==> config.mk <==
export PLATFORM = sky130hd
export DESIGN_NAME = moving_sum
export DESIGN_NICKNAME = d
export VERILOG_FILES = /design/src/rtl/moving_sum_pkg.sv /design/src/rtl/moving_sum.sv
export SDC_FILE = /design/constraint.sdc
export NUM_CORES = 1
export LEC_CHECK = 0
export BUFFER_PORTS_ARGS = -buffer_cell sky130_fd_sc_hd__buf_2
export CAP_MARGIN = 20
export CORE_MARGIN = 3
export CORE_UTILIZATION = 54
export CTS_CLUSTER_DIAMETER = 80
export DETAILED_ROUTE_END_ITERATION = 8
export PLACE_DENSITY = 0.88
export SYNTH_ARGS = -nofsm -noshare
export SYNTH_HDL_FRONTEND = slang
export SYNTH_SLANG_ARGS = --single-unit
==> constraint.sdc <==
create_clock -name clk -period 6.65 [get_ports clk]
set_input_delay 0 -clock clk [delete_from_list [all_inputs] [get_ports clk]]
set_output_delay 0 -clock clk [all_outputs]
set_load 0.02 [all_outputs]
==> src/rtl/moving_sum_pkg.sv <==
// Shared sizing helpers for the boxcar filter datapath.
// Both moving_sum and any delay_line instance feeding it derive their
// window length and accumulator width from these so the two stay aligned.
package moving_sum_pkg;

    localparam int N_DEF     = 4;   // default sample width
    localparam int LOG2W_DEF = 2;   // default log2 window length

    // Window length for a given log2 size.
    function automatic int w_of(input int l);
        return 1 << l;
    endfunction

    // Accumulator width: W samples of N bits never exceed N+LOG2W bits.
    function automatic int acc_w(input int n, input int l);
        return n + l;
    endfunction

endpackage

==> src/rtl/moving_sum.sv <==
// moving_sum: windowed moving sum / average over the last W = 2**LOG2W samples.
// Sits directly after a delay_line of depth W on the same clk/ce. Each ce
// cycle adds the new sample and subtracts the one leaving the window.
//
// Ports:
//   clk    in   1          rising-edge clock
//   rst_n  in   1          asynchronous active-low reset
//   ce     in   1          sample strobe (shared with delay_line)
//   clr    in   1          synchronous clear of accumulator and fill count
//   idata  in   N          newest sample
//   ddata  in   N          delay_line output: idata of W ce-cycles earlier
//   sum    out  N+LOG2W    registered sum of the last W samples
//   avg    out  N          registered sum >> LOG2W (truncating)
//   valid  out  1          high once W samples have been accumulated
module moving_sum
    import moving_sum_pkg::*;
#(
    parameter int N     = N_DEF,
    parameter int LOG2W = LOG2W_DEF
) (
    input  logic                  clk,
    input  logic                  rst_n,
    input  logic                  ce,
    input  logic                  clr,
    input  logic [N-1:0]          idata,
    input  logic [N-1:0]          ddata,
    output logic [N+LOG2W-1:0]    sum,
    output logic [N-1:0]          avg,
    output logic                  valid
);

    localparam int               W     = w_of(LOG2W);
    localparam int               AW    = acc_w(N, LOG2W);
    localparam logic [LOG2W:0]   W_CNT = (LOG2W + 1)'(W);

    logic [AW-1:0]  acc_q, acc_d;
    logic [LOG2W:0] cnt_q, cnt_d;
    logic           full;
    logic [AW-1:0]  add_ext, sub_ext;

    assign full    = (cnt_q == W_CNT);
    assign add_ext = {{LOG2W{1'b0}}, idata};
    // Until the window is full the delay line holds reset/stale data that was
    // never added, so it must not be subtracted.
    assign sub_ext = full ? {{LOG2W{1'b0}}, ddata} : '0;

    always_comb begin
        acc_d = acc_q;
        cnt_d = cnt_q;
        if (clr) begin
            // A sample presented with clr is dropped; the delay line still
            // shifts it in, but the fill count restarts so it is masked later.
            acc_d = '0;
            cnt_d = '0;
        end else if (ce) begin
            acc_d = acc_q + add_ext - sub_ext;
            cnt_d = full ? W_CNT : cnt_q + 1'b1;
        end
    end

    always_ff @(posedge clk or negedge rst_n) begin
        if (!rst_n) begin
            acc_q <= '0;
            cnt_q <= '0;
        end else begin
            acc_q <= acc_d;
            cnt_q <= cnt_d;
        end
    end

    // Outputs come straight from state registers: no input-to-output path.
    assign sum   = acc_q;
    assign avg   = acc_q[AW-1:LOG2W];
    assign valid = full;

endmodule

==> impl_metrics.yaml, run 1 <==
layout:
  antennaDiodeCount: 0
  area_growth_pct: 15.8
  seqCellArea_sq_um: 225
  stdcell_area_sq_um: 927
  drive_gt1_share_pct: 26.4
  multi_input_area_sq_um: 458
  final_core_util_pct: 68.7
  finalNetCount: 135
  fillCellCount: 124
drt:
  dr.pass1.iters: 4
  drc: 0
  avgRoutedWirePerCell_microns: 12.2
  wirelength_microns: 1520
  drtIter0Drc: 6
  routed_via_density: 5.14
  drt.antenna.violating_nets: 0
  via_count: 643
global_route:
  antenna_found_initial: 0
  overflow: 0
  grt_max_degree: 14
  grt_pass1_vias: 667
  grt_pass1_wl_microns: 2740
  grt_usage_pct: 19.3
min_path:
  hp-start: "clr"
  holdPathStages: 2
  hp-class: "in -> reg"
  worstHoldEndpoint: "sum[1]"
power:
  combPwrFrac_pct: 55.9
  switchingPower_uw: 116
  sequentialPowerShare_pct: 28.3
  intPower_uw: 151
  p_per_area_mw_per_mm2: 288
  p_clk_share_pct: 15.9
  vdd_ir_drop_max_mv: 0.205
  leakage_uw: 0.000549
  power_uw: 267
  swShare_pct: 43.4
sta:
  fin_crit_ns: 2.81
  slew_headroom_pct: 81.7
  skew_ns: 0.00461
  max_freq_mhz: 355
  slew_violations: 0
  finalSetupTns_ns: 0
  tightestPinTransition_ns: 0.274
  hold_violations: 0
  fin_crit_sh_pct: 42.3
  rsz0062_at_grt: "no"
  setup_viol: 0
yosys:
  synth_most_common_cell: "inv_1"
  seq_area_frac_synth_pct: 28.1
  ys_top_cells_by_area: "dfrtp_1 (28%), ha_1 (13%), fa_1 (10%)"
  synth_area_per_cell_sq_um: 9.00
  synth_top_area_cell: "dfrtp_1"
  synth_top_area_share_pct: 28.1
  ys_types: 26
  synth_edf_count: 0
  syn_inst: 89
  yosys_warnings: 0
  synth_ff_type: "dfrtp_1"
  synthTopCellsByCount: "inv_1 (21), dfrtp_1 (9), ha_1 (8)"
  ys_ff_latch: 9
  ys_async_sr_fraction_pct: 100
  synth_area_sq_um: 801
  synth_nets: 113
critical_path:
  cp.required_ns: 6.79
  reg2regPathDepth: 11
  rr_endpoint: "sum[5]"
  crit_type: "reg -> reg"
  worstPathArrival_ns: 2.95
  end_kind: "flip-flop"
  crit_path_max_fanout: 6
  crit-reg2reg-launch: "cnt_q[0]"
  critPathLaunchType: "flip-flop"
  rrSetupSlack_ns: 3.84
floorplan:
  die-area_sq_mm: 0.00198
  fp.dieH_microns: 44.5
  initial_utilization_pct: 59.3
  placementRows: 13
  die_w_microns: 44.5
  fp.coreArea_sq_mm: 0.00135
  io_pins: 23
clock_tree:
  clk_pin_slew_ns: 0.06
  clock-sinks: 9
  post_cts_buffers: 0
  ctsResizeCount: 0
  cts_tree: "yes"
  cts_made_buffers: 3
  clock_latency_ns: 0.26
  root_buffer: "clkbuf_4"
  clockBufferDepth: 2
  htreeDepth: 1
placement:
  port_buffers: 22
  hpwl_microns: 1230
  gp_congestion: 0.799
  placed_cell_area_sq_um: 891
run_status:
  run_status: "complete, no violations"
flow_run:
  max_cap_viol_count: 0
==> worst max-delay path: stages, from the launching register on <==
cell and delay [ns]:
dfrtp_1 0.37, inv_1 0.07, ha_1 0.25, and3_1 0.21
fa_1 0.47, inv_1 0.04, ha_1 0.34, a21o_1 0.21
a21oi_2 0.15, o21ai_2 0.07, mux2i_1 0.18, mux2_1 0.35
==> registers in the layout (all words and copies together) (netlist names) <==
signal  count
cnt_q       3
sum         6
==> metal layers <==
metal	track usage (%)	share of wire, %	vias to the layer above
met1	22.7	42	291
met3	2.44	7.1	3
met2	33.2	49	30
li1	-	-	319
met4	10.8	2.0	0
met5	0	0	-
==> through the flow <==
step	setup WS [ns]	cells	hold WS [ns]
global placement	3.97	120	-0.137
CTS	3.84	125	0.0232
global route	3.67	125	0.0431
finish	3.84	125	0.0308
floorplan	4.02	89	-0.296
detailed placement	3.85	120	-0.137
==> cell type report <==
type                    count  share of cell area (%)
repair buffers             23                    13.0
well taps                  15                    2.02
multi-input cells          53                    49.4
clock buffers               4                    2.83
inverters                  21                    8.50
flip-flops and latches      9                    24.3
==> layout by cell type (no fill, tap or decap), drive strengths merged, types with 2 or more instances in the layout <==
cell type / count
mux2i: 5
nor2: 6
nand2b: 3
ha: 8
a21oi: 5
mux2: 2
dfrtp: 9
fa: 4
and3: 4
xor2: 2
clkbuf: 4
o21bai: 2
nand3: 2
nand2: 3
inv: 21
buf: 22
==> cell families after synthesis <==
logic type                 share of synthesized area (%)
AOI/OAI and AO/OA                                   8.75
muxes                                               9.06
xor gates and xnor gates                            3.28
buffers and inverters                               14.7
DFF                                                 28.1
and+or+nand+nor                                     13.6
adders and majority gates                           22.5
==> power by group through the flow <==
stage | logic (uW) | clock network (uW) | registers [uW]
2_1_floorplan | 111 | 0 | 88.3
3_3_place_gp | 144 | 0 | 75.5
3_5_place_dp | 150 | 0 | 76.6
4_1_cts | 151 | 44.1 | 75.7
5_1_grt | 167 | 47.6 | 77.5
6_report | 149 | 42.4 | 75.6
==> worst max-delay path by stage <==
stage	start	to	slack [ns]	cells past startpoint
global route	cnt_q[0]	sum[5]	3.67	11
CTS	cnt_q[0]	sum[5]	3.84	11
floorplan	cnt_q[0]	sum[5]	4.02	11
global placement	cnt_q[0]	sum[5]	3.97	11
finish	cnt_q[0]	sum[5]	3.84	11
detailed placement	cnt_q[0]	sum[5]	3.85	11
==> what timing repair did <==
item	4_1_cts	5_1_grt
hold endpoints to repair	9	0
hold buffers	1	0
endpoints found under the setup margin	0	0
(Power assumes the default switching activity.)
==> run 2, diff against run 1 <==
--- a/config.mk
+++ b/config.mk
@@ -5,13 +5,14 @@
 export SDC_FILE = /design/constraint.sdc
 export NUM_CORES = 1
 export LEC_CHECK = 0
+export ABC_AREA = 1
 export BUFFER_PORTS_ARGS = -buffer_cell sky130_fd_sc_hd__buf_2
 export CAP_MARGIN = 20
 export CORE_MARGIN = 3
-export CORE_UTILIZATION = 54
+export CORE_UTILIZATION = 45
 export CTS_CLUSTER_DIAMETER = 80
 export DETAILED_ROUTE_END_ITERATION = 8
-export PLACE_DENSITY = 0.88
+export PLACE_DENSITY = 0.78
 export SYNTH_ARGS = -nofsm -noshare
 export SYNTH_HDL_FRONTEND = slang
 export SYNTH_SLANG_ARGS = --single-unit
==> constraint.sdc (replaced) <==
create_clock -name clk -period 2.25 [get_ports clk]
set_input_delay 0 -clock clk [delete_from_list [all_inputs] [get_ports clk]]
set_output_delay 0 -clock clk [all_outputs]
set_load 0.02 [all_outputs]
==> run 2 against run 1 <==
Via count up 21%. Highest routed layer unchanged. Global-route usage shrank 2.0 points. Maximum frequency rose by 26%. Power rose to 2.9 times the previous value.
==> impl_metrics.yaml, run 2 <==
placement:
  gp_congestion: 0.812
  hpwl_microns: 1420
  placed_cell_area_sq_um: 957
  port_buffers: 22
sta:
  rsz0062_at_grt: "yes"
  slew_headroom_pct: 84.5
  fin_crit_sh_pct: 99.4
  max_freq_mhz: 447
  tightestPinTransition_ns: 0.232
  setup_viol: 0
  hold_violations: 0
  finalSetupTns_ns: 0
  skew_ns: 0.00864
  slew_violations: 0
  fin_crit_ns: 2.24
global_route:
  grt_pass1_wl_microns: 3140
  grt_usage_pct: 17.3
  overflow: 0
  grt_max_degree: 10
  antenna_found_initial: 0
  grt_pass1_vias: 757
yosys:
  synth_top_area_share_pct: 27.9
  synth_ff_type: "dfrtp_1"
  synthTopCellsByCount: "inv_1 (28), nand2_1 (21), dfrtp_1 (9)"
  synth_edf_count: 0
  synth_mux_area_share_pct: 0
  synth_area_sq_um: 807
  ys_types: 21
  ys_async_sr_fraction_pct: 100
  syn_inst: 106
  ys_ff_latch: 9
  synth_area_per_cell_sq_um: 7.61
  yosys.area_share.simple_pct: 22.9
  seq_area_frac_synth_pct: 27.9
  synth_fa_ha_area_share_pct: 22.3
  synth_top_family_by_area: "simple AND/OR/NAND/NOR gates"
  synth_nets: 130
  yosys_warnings: 0
  synthXorXnorAreaFrac_pct: 1.09
  synth_top_area_cell: "dfrtp_1"
  synth_compound_area_share_pct: 7.60
  ys_top_cells_by_area: "dfrtp_1 (28%), inv_1 (13%), ha_1 (12%)"
  synth_most_common_cell: "inv_1"
critical_path:
  critPathMostFrequentCell: "nand2_1"
  critPathLaunchType: "flip-flop"
  worstPathArrival_ns: 2.41
  critical_path.top_delay_family: "adder cells"
  cp.required_ns: 2.43
  cp_slowest_stage_delay_ns: 0.47
  critical-path-slowest-cell: "fa_1"
  end_kind: "flip-flop"
  path_cells: "inv_2 -> ha_4 -> nand2_4 -> nor2_2 -> fa_1 -> fa_2 -> nand3b_1 -> nand2_1 -> a21oi_1 -> o21ai_1 -> nand2_1"
  crit_type: "reg -> reg"
  cp.buffers_inverters: 1
  crit_path_max_fanout: 5
layout:
  fillCellCount: 125
  stdcell_area_sq_mm: 0.00111
  seqCellArea_sq_um: 225
  antennaDiodeCount: 0
  largest_reg_flops: 6
  area_growth_pct: 37.2
  multi_input_area_sq_um: 522
  finalNetCount: 163
  drive_gt1_share_pct: 42.0
  layout_common_cells: "inv_1 (23), buf_2 (22), nand2_1 (19)"
  layout_commonest_cell: "inv_1"
clock_tree:
  cts_tree: "yes"
  clockBufferDepth: 2
  clk_pin_slew_ns: 0.07
  root_buffer: "clkbuf_4"
  htreeDepth: 1
  clock_latency_ns: 0.28
  clock-sinks: 9
  cts_made_buffers: 3
drt:
  wirelength_microns: 1980
  avgRoutedWirePerCell_microns: 12.2
  via_count: 776
  dr.pass1.iters: 4
  drt.antenna.violating_nets: 0
  drc: 0
  routed_via_density: 4.79
  drtIter0Drc: 9
power:
  sequentialPowerShare_pct: 26.9
  p_clk_share_pct: 18.2
  switchingPower_uw: 333
  leakage_uw: 0.000619
  vdd_ir_drop_max_mv: 0.418
  p_per_area_mw_per_mm2: 690
  combPwrFrac_pct: 55.0
  swShare_pct: 43.6
  intPower_uw: 431
min_path:
  hp-class: "in -> reg"
floorplan:
  die-area_sq_mm: 0.00234
  die_w_microns: 48.4
  io_pins: 23
  fp.coreArea_sq_mm: 0.00159
  initial_utilization_pct: 50.6
  placementRows: 14
  fp.dieH_microns: 48.4
flow_run:
  max_cap_viol_count: 0
run_status:
  run_status: "complete, no violations"
==> run 2: final cells by class <==
class / count / area share, %
Multi-Input combinational cell: 62 / 47.1
Sequential cell: 9 / 20.3
Timing Repair Buffer: 32 / 16.9
Inverter: 31 / 10.5
Tap cell: 24 / 2.71
Clock buffer: 4 / 2.37
==> run 2: power groups by stage <==
| stage | Sequential (uW) | Clock [uW] | Combinational, uW |
|---|---|---|---|
| floorplan | 231 | 0 | 246 |
| global placement | 205 | 0 | 341 |
| detailed placement | 208 | 0 | 353 |
| CTS | 205 | 134 | 394 |
| global route | 210 | 147 | 464 |
| finish | 206 | 139 | 420 |
==> run 2: per-stage QoR <==
step	util (%)	hold slack [ns]	std cells	worst slack, ns	total power [uW]
final	69.5	0.00502	162	0.0124	764
after global routing	69.5	0.0399	162	-0.140	821
after CTS	65.1	0.0157	159	-0.0520	733
after detailed placement	60.0	-0.127	153	-0.132	561
after global placement	60.0	-0.141	153	-0.00612	546
after floorplan	-	-0.296	106	0.00444	476
==> run 2: path summary, 6_finish.rpt <==
kind                          start       end  slack, ns  cells past startpoint
max                        cnt_q[0]    sum[4]       0.01                     11
min                              ce    sum[4]      0.005                      4
max reg2reg                cnt_q[0]    sum[4]       0.01                     11
min reg2reg                  sum[0]    sum[0]       0.56                      2
max in group asynchronous     rst_n  cnt_q[2]       1.94                      2
min in group asynchronous     rst_n    sum[4]       0.11                      2
==> run 2: timing repair <==
item,in CTS,in global routing
endpoints found under the setup margin,4,4
setup buffers,1,3
resized for setup,7,13
pin swaps,2,12
hold buffers,1,0
hold endpoints to repair,9,0
==> run 2: worst min-delay path, stage by stage <==
cell	delay [ns]
buf_2	0.10
nor2_2	0.05
nand2_1	0.06
nand2_1	0.04
==> run 2: kinds of logic (layout without fill, tap and decap cells) <==
kind of cell / Yosys count / after routing
flip-flops: 9 / 9
AO/OA/AOI/OAI: 11 / 11
adder cells (fa/ha/maj): 12 / 12
AND/OR/NAND/NOR: 38 / 38
buffers and inverters: 35 / 67
XOR/XNOR: 1 / 1
==> run 2: metal layers <==
metal  up-vias  routed length, microns  global-route usage, %
met1       370                     860                   20.3
met3         6                      81                   3.07
met2        22                     985                   30.5
met5         -                       0                      0
met4         0                      52                   8.06
li1        378                       -                      -
==> run 3, diff against run 2 <==
--- a/config.mk
+++ b/config.mk
@@ -5,7 +5,6 @@
 export SDC_FILE = /design/constraint.sdc
 export NUM_CORES = 1
 export LEC_CHECK = 0
-export ABC_AREA = 1
 export BUFFER_PORTS_ARGS = -buffer_cell sky130_fd_sc_hd__buf_2
 export CAP_MARGIN = 20
 export CORE_MARGIN = 3
==> run 3 against run 2 <==
The flow now finishes with violations (setup timing). Non-clock buffer count increased by 4. Clock power decreased by 6%. Clock-buffer cell count unchanged. Maximum frequency decreased by 9.7%. Register-to-register slack got worse by 0.24 ns. Flip-flop and latch count unchanged. Die area decreased by 0.68%. Largest cell class unchanged.
==> impl_metrics.yaml, run 3 (synthesis gave the netlist of run 1 again) <==
sta:
  max_freq_mhz: 403
  setup_viol: 4
  hold_violations: 0
  layout_setup_ws_ns: -0.229
  slew_violations: 0
  slew_headroom_pct: 80.3
  whs_ns: 0.0400
  skew_ns: 0.000495
  finalSetupTns_ns: -0.663
  rsz0062_at_grt: "yes"
  fin_crit_sh_pct: 110
  tightestPinTransition_ns: 0.296
  fin_crit_ns: 2.48
critical_path:
  crit_path_max_fanout: 4
  crit_type: "reg -> reg"
  cp.required_ns: 2.40
  path_cells: "inv_2 -> ha_4 -> and3_4 -> fa_1 -> inv_2 -> ha_4 -> a21o_1 -> a21oi_2 -> o21ai_2 -> mux2i_1 -> mux2_1"
  critPathLaunchType: "flip-flop"
  end_kind: "flip-flop"
  worstPathArrival_ns: 2.63
  reg2regPathDepth: 11
  critical-path-slowest-cell: "fa_1"
  cp_slowest_stage_delay_ns: 0.50
global_route:
  grt_pass1_wl_microns: 2880
  grt_max_degree: 14
  overflow: 0
  grt_usage_pct: 18.4
  antenna_found_initial: 0
  grt_pass1_vias: 672
clock_tree:
  clockBufferDepth: 2
  clock_latency_ns: 0.27
  clock-sinks: 9
  htreeDepth: 1
  clk_pin_slew_ns: 0.06
  cts_tree: "yes"
  root_buffer: "clkbuf_4"
  cts_made_buffers: 3
drt:
  avgRoutedWirePerCell_microns: 13.2
  via_count: 690
  dr.pass1.iters: 4
  drc: 0
  drt.antenna.violating_nets: 0
  drtIter0Drc: 11
  routed_via_density: 4.69
  wirelength_microns: 1940
run_status:
  violations: "setup timing"
  run_status: "finished with violations"
layout:
  area_growth_pct: 42.0
  finalNetCount: 148
  antennaDiodeCount: 0
  layout_common_cells: "buf_2 (22), inv_1 (14), buf_4 (12)"
  drive_gt1_share_pct: 48.8
  final_core_util_pct: 71.4
  largest_reg_flops: 6
  layout_commonest_cell: "buf_2"
floorplan:
  fp.coreArea_sq_mm: 0.00159
  initial_utilization_pct: 50.2
  fp.dieH_microns: 48.2
  placementRows: 14
  io_pins: 23
  die-area_sq_mm: 0.00232
  die_w_microns: 48.2
placement:
  hpwl_microns: 1500
  place_ws_ns: -0.274
  gp_congestion: 0.760
  port_buffers: 22
min_path:
  hp-class: "in -> reg"
  holdPathStages: 2
power:
  p_per_area_mw_per_mm2: 837
  leakage_uw: 0.000616
  power_uw: 951
  vdd_ir_drop_max_mv: 0.489
flow_run:
  max_cap_viol_count: 0
[run 3: per-stage QoR]
stage / instance area (sq um) / cells
floorplan: 848 / 89
global placement: 1050 / 142
detailed placement: 1050 / 142
CTS: 1110 / 147
global route: 1140 / 147
finish: 1140 / 147
[run 3: path summary, 6_finish.rpt]
path	startpoint	to	slack [ns]
setup reg to reg	cnt_q[0]	sum[5]	-0.23
min in group asynchronous	rst_n	cnt_q[0]	0.12
hold reg to reg	sum[0]	sum[0]	0.56
max in group asynchronous	rst_n	cnt_q[2]	1.94
hold / removal	clr	sum[2]	0.04
setup / recovery	cnt_q[0]	sum[5]	-0.23
[run 3: worst max-delay path, delay by kind of cell, from the launching register on]
kind            cells  cell delay, ns
compound gates      3            0.37
fa+ha+maj           3            0.87
buf+inv             2            0.11
flops               1            0.37
mux                 2            0.48
simple gates        1            0.17
[run 3: final cells by class]
class | count | area [sq um]
well taps | 24 | 30.0
fillers | 124 | 457
clock buffers | 4 | 26.3
repair buffers | 36 | 221
multi-input cells | 53 | 553
inverters | 21 | 81.3
flip-flops and latches | 9 | 225
[run 3: metal layers]
metal / vias up / part of all wire [%] / track usage [%]
met5: - / 0 / 0
li1: 343 / - / -
met2: 22 / 53 / 30.2
met4: 0 / 0 / 4.84
met3: 0 / 5.6 / 6.64
met1: 325 / 41 / 22.6
[run 3: timing repair]
| action | in CTS | in global routing |
|---|---|---|
| hold endpoints to repair | 9 | 0 |
| cloned | 0 | 0 |
| buffers inserted | 0 | 0 |
| gates resized for setup | 7 | 7 |
| hold buffers | 1 | 0 |
| pin swaps | 12 | 9 |
| setup endpoints to repair | 5 | 5 |
[run 3: where the power goes]
group / internal, uW / switching [uW] / total [uW]
clock: 68.7 / 61.0 / 130
combinational: 289 / 310 / 599
sequential: 194 / 28.5 / 223
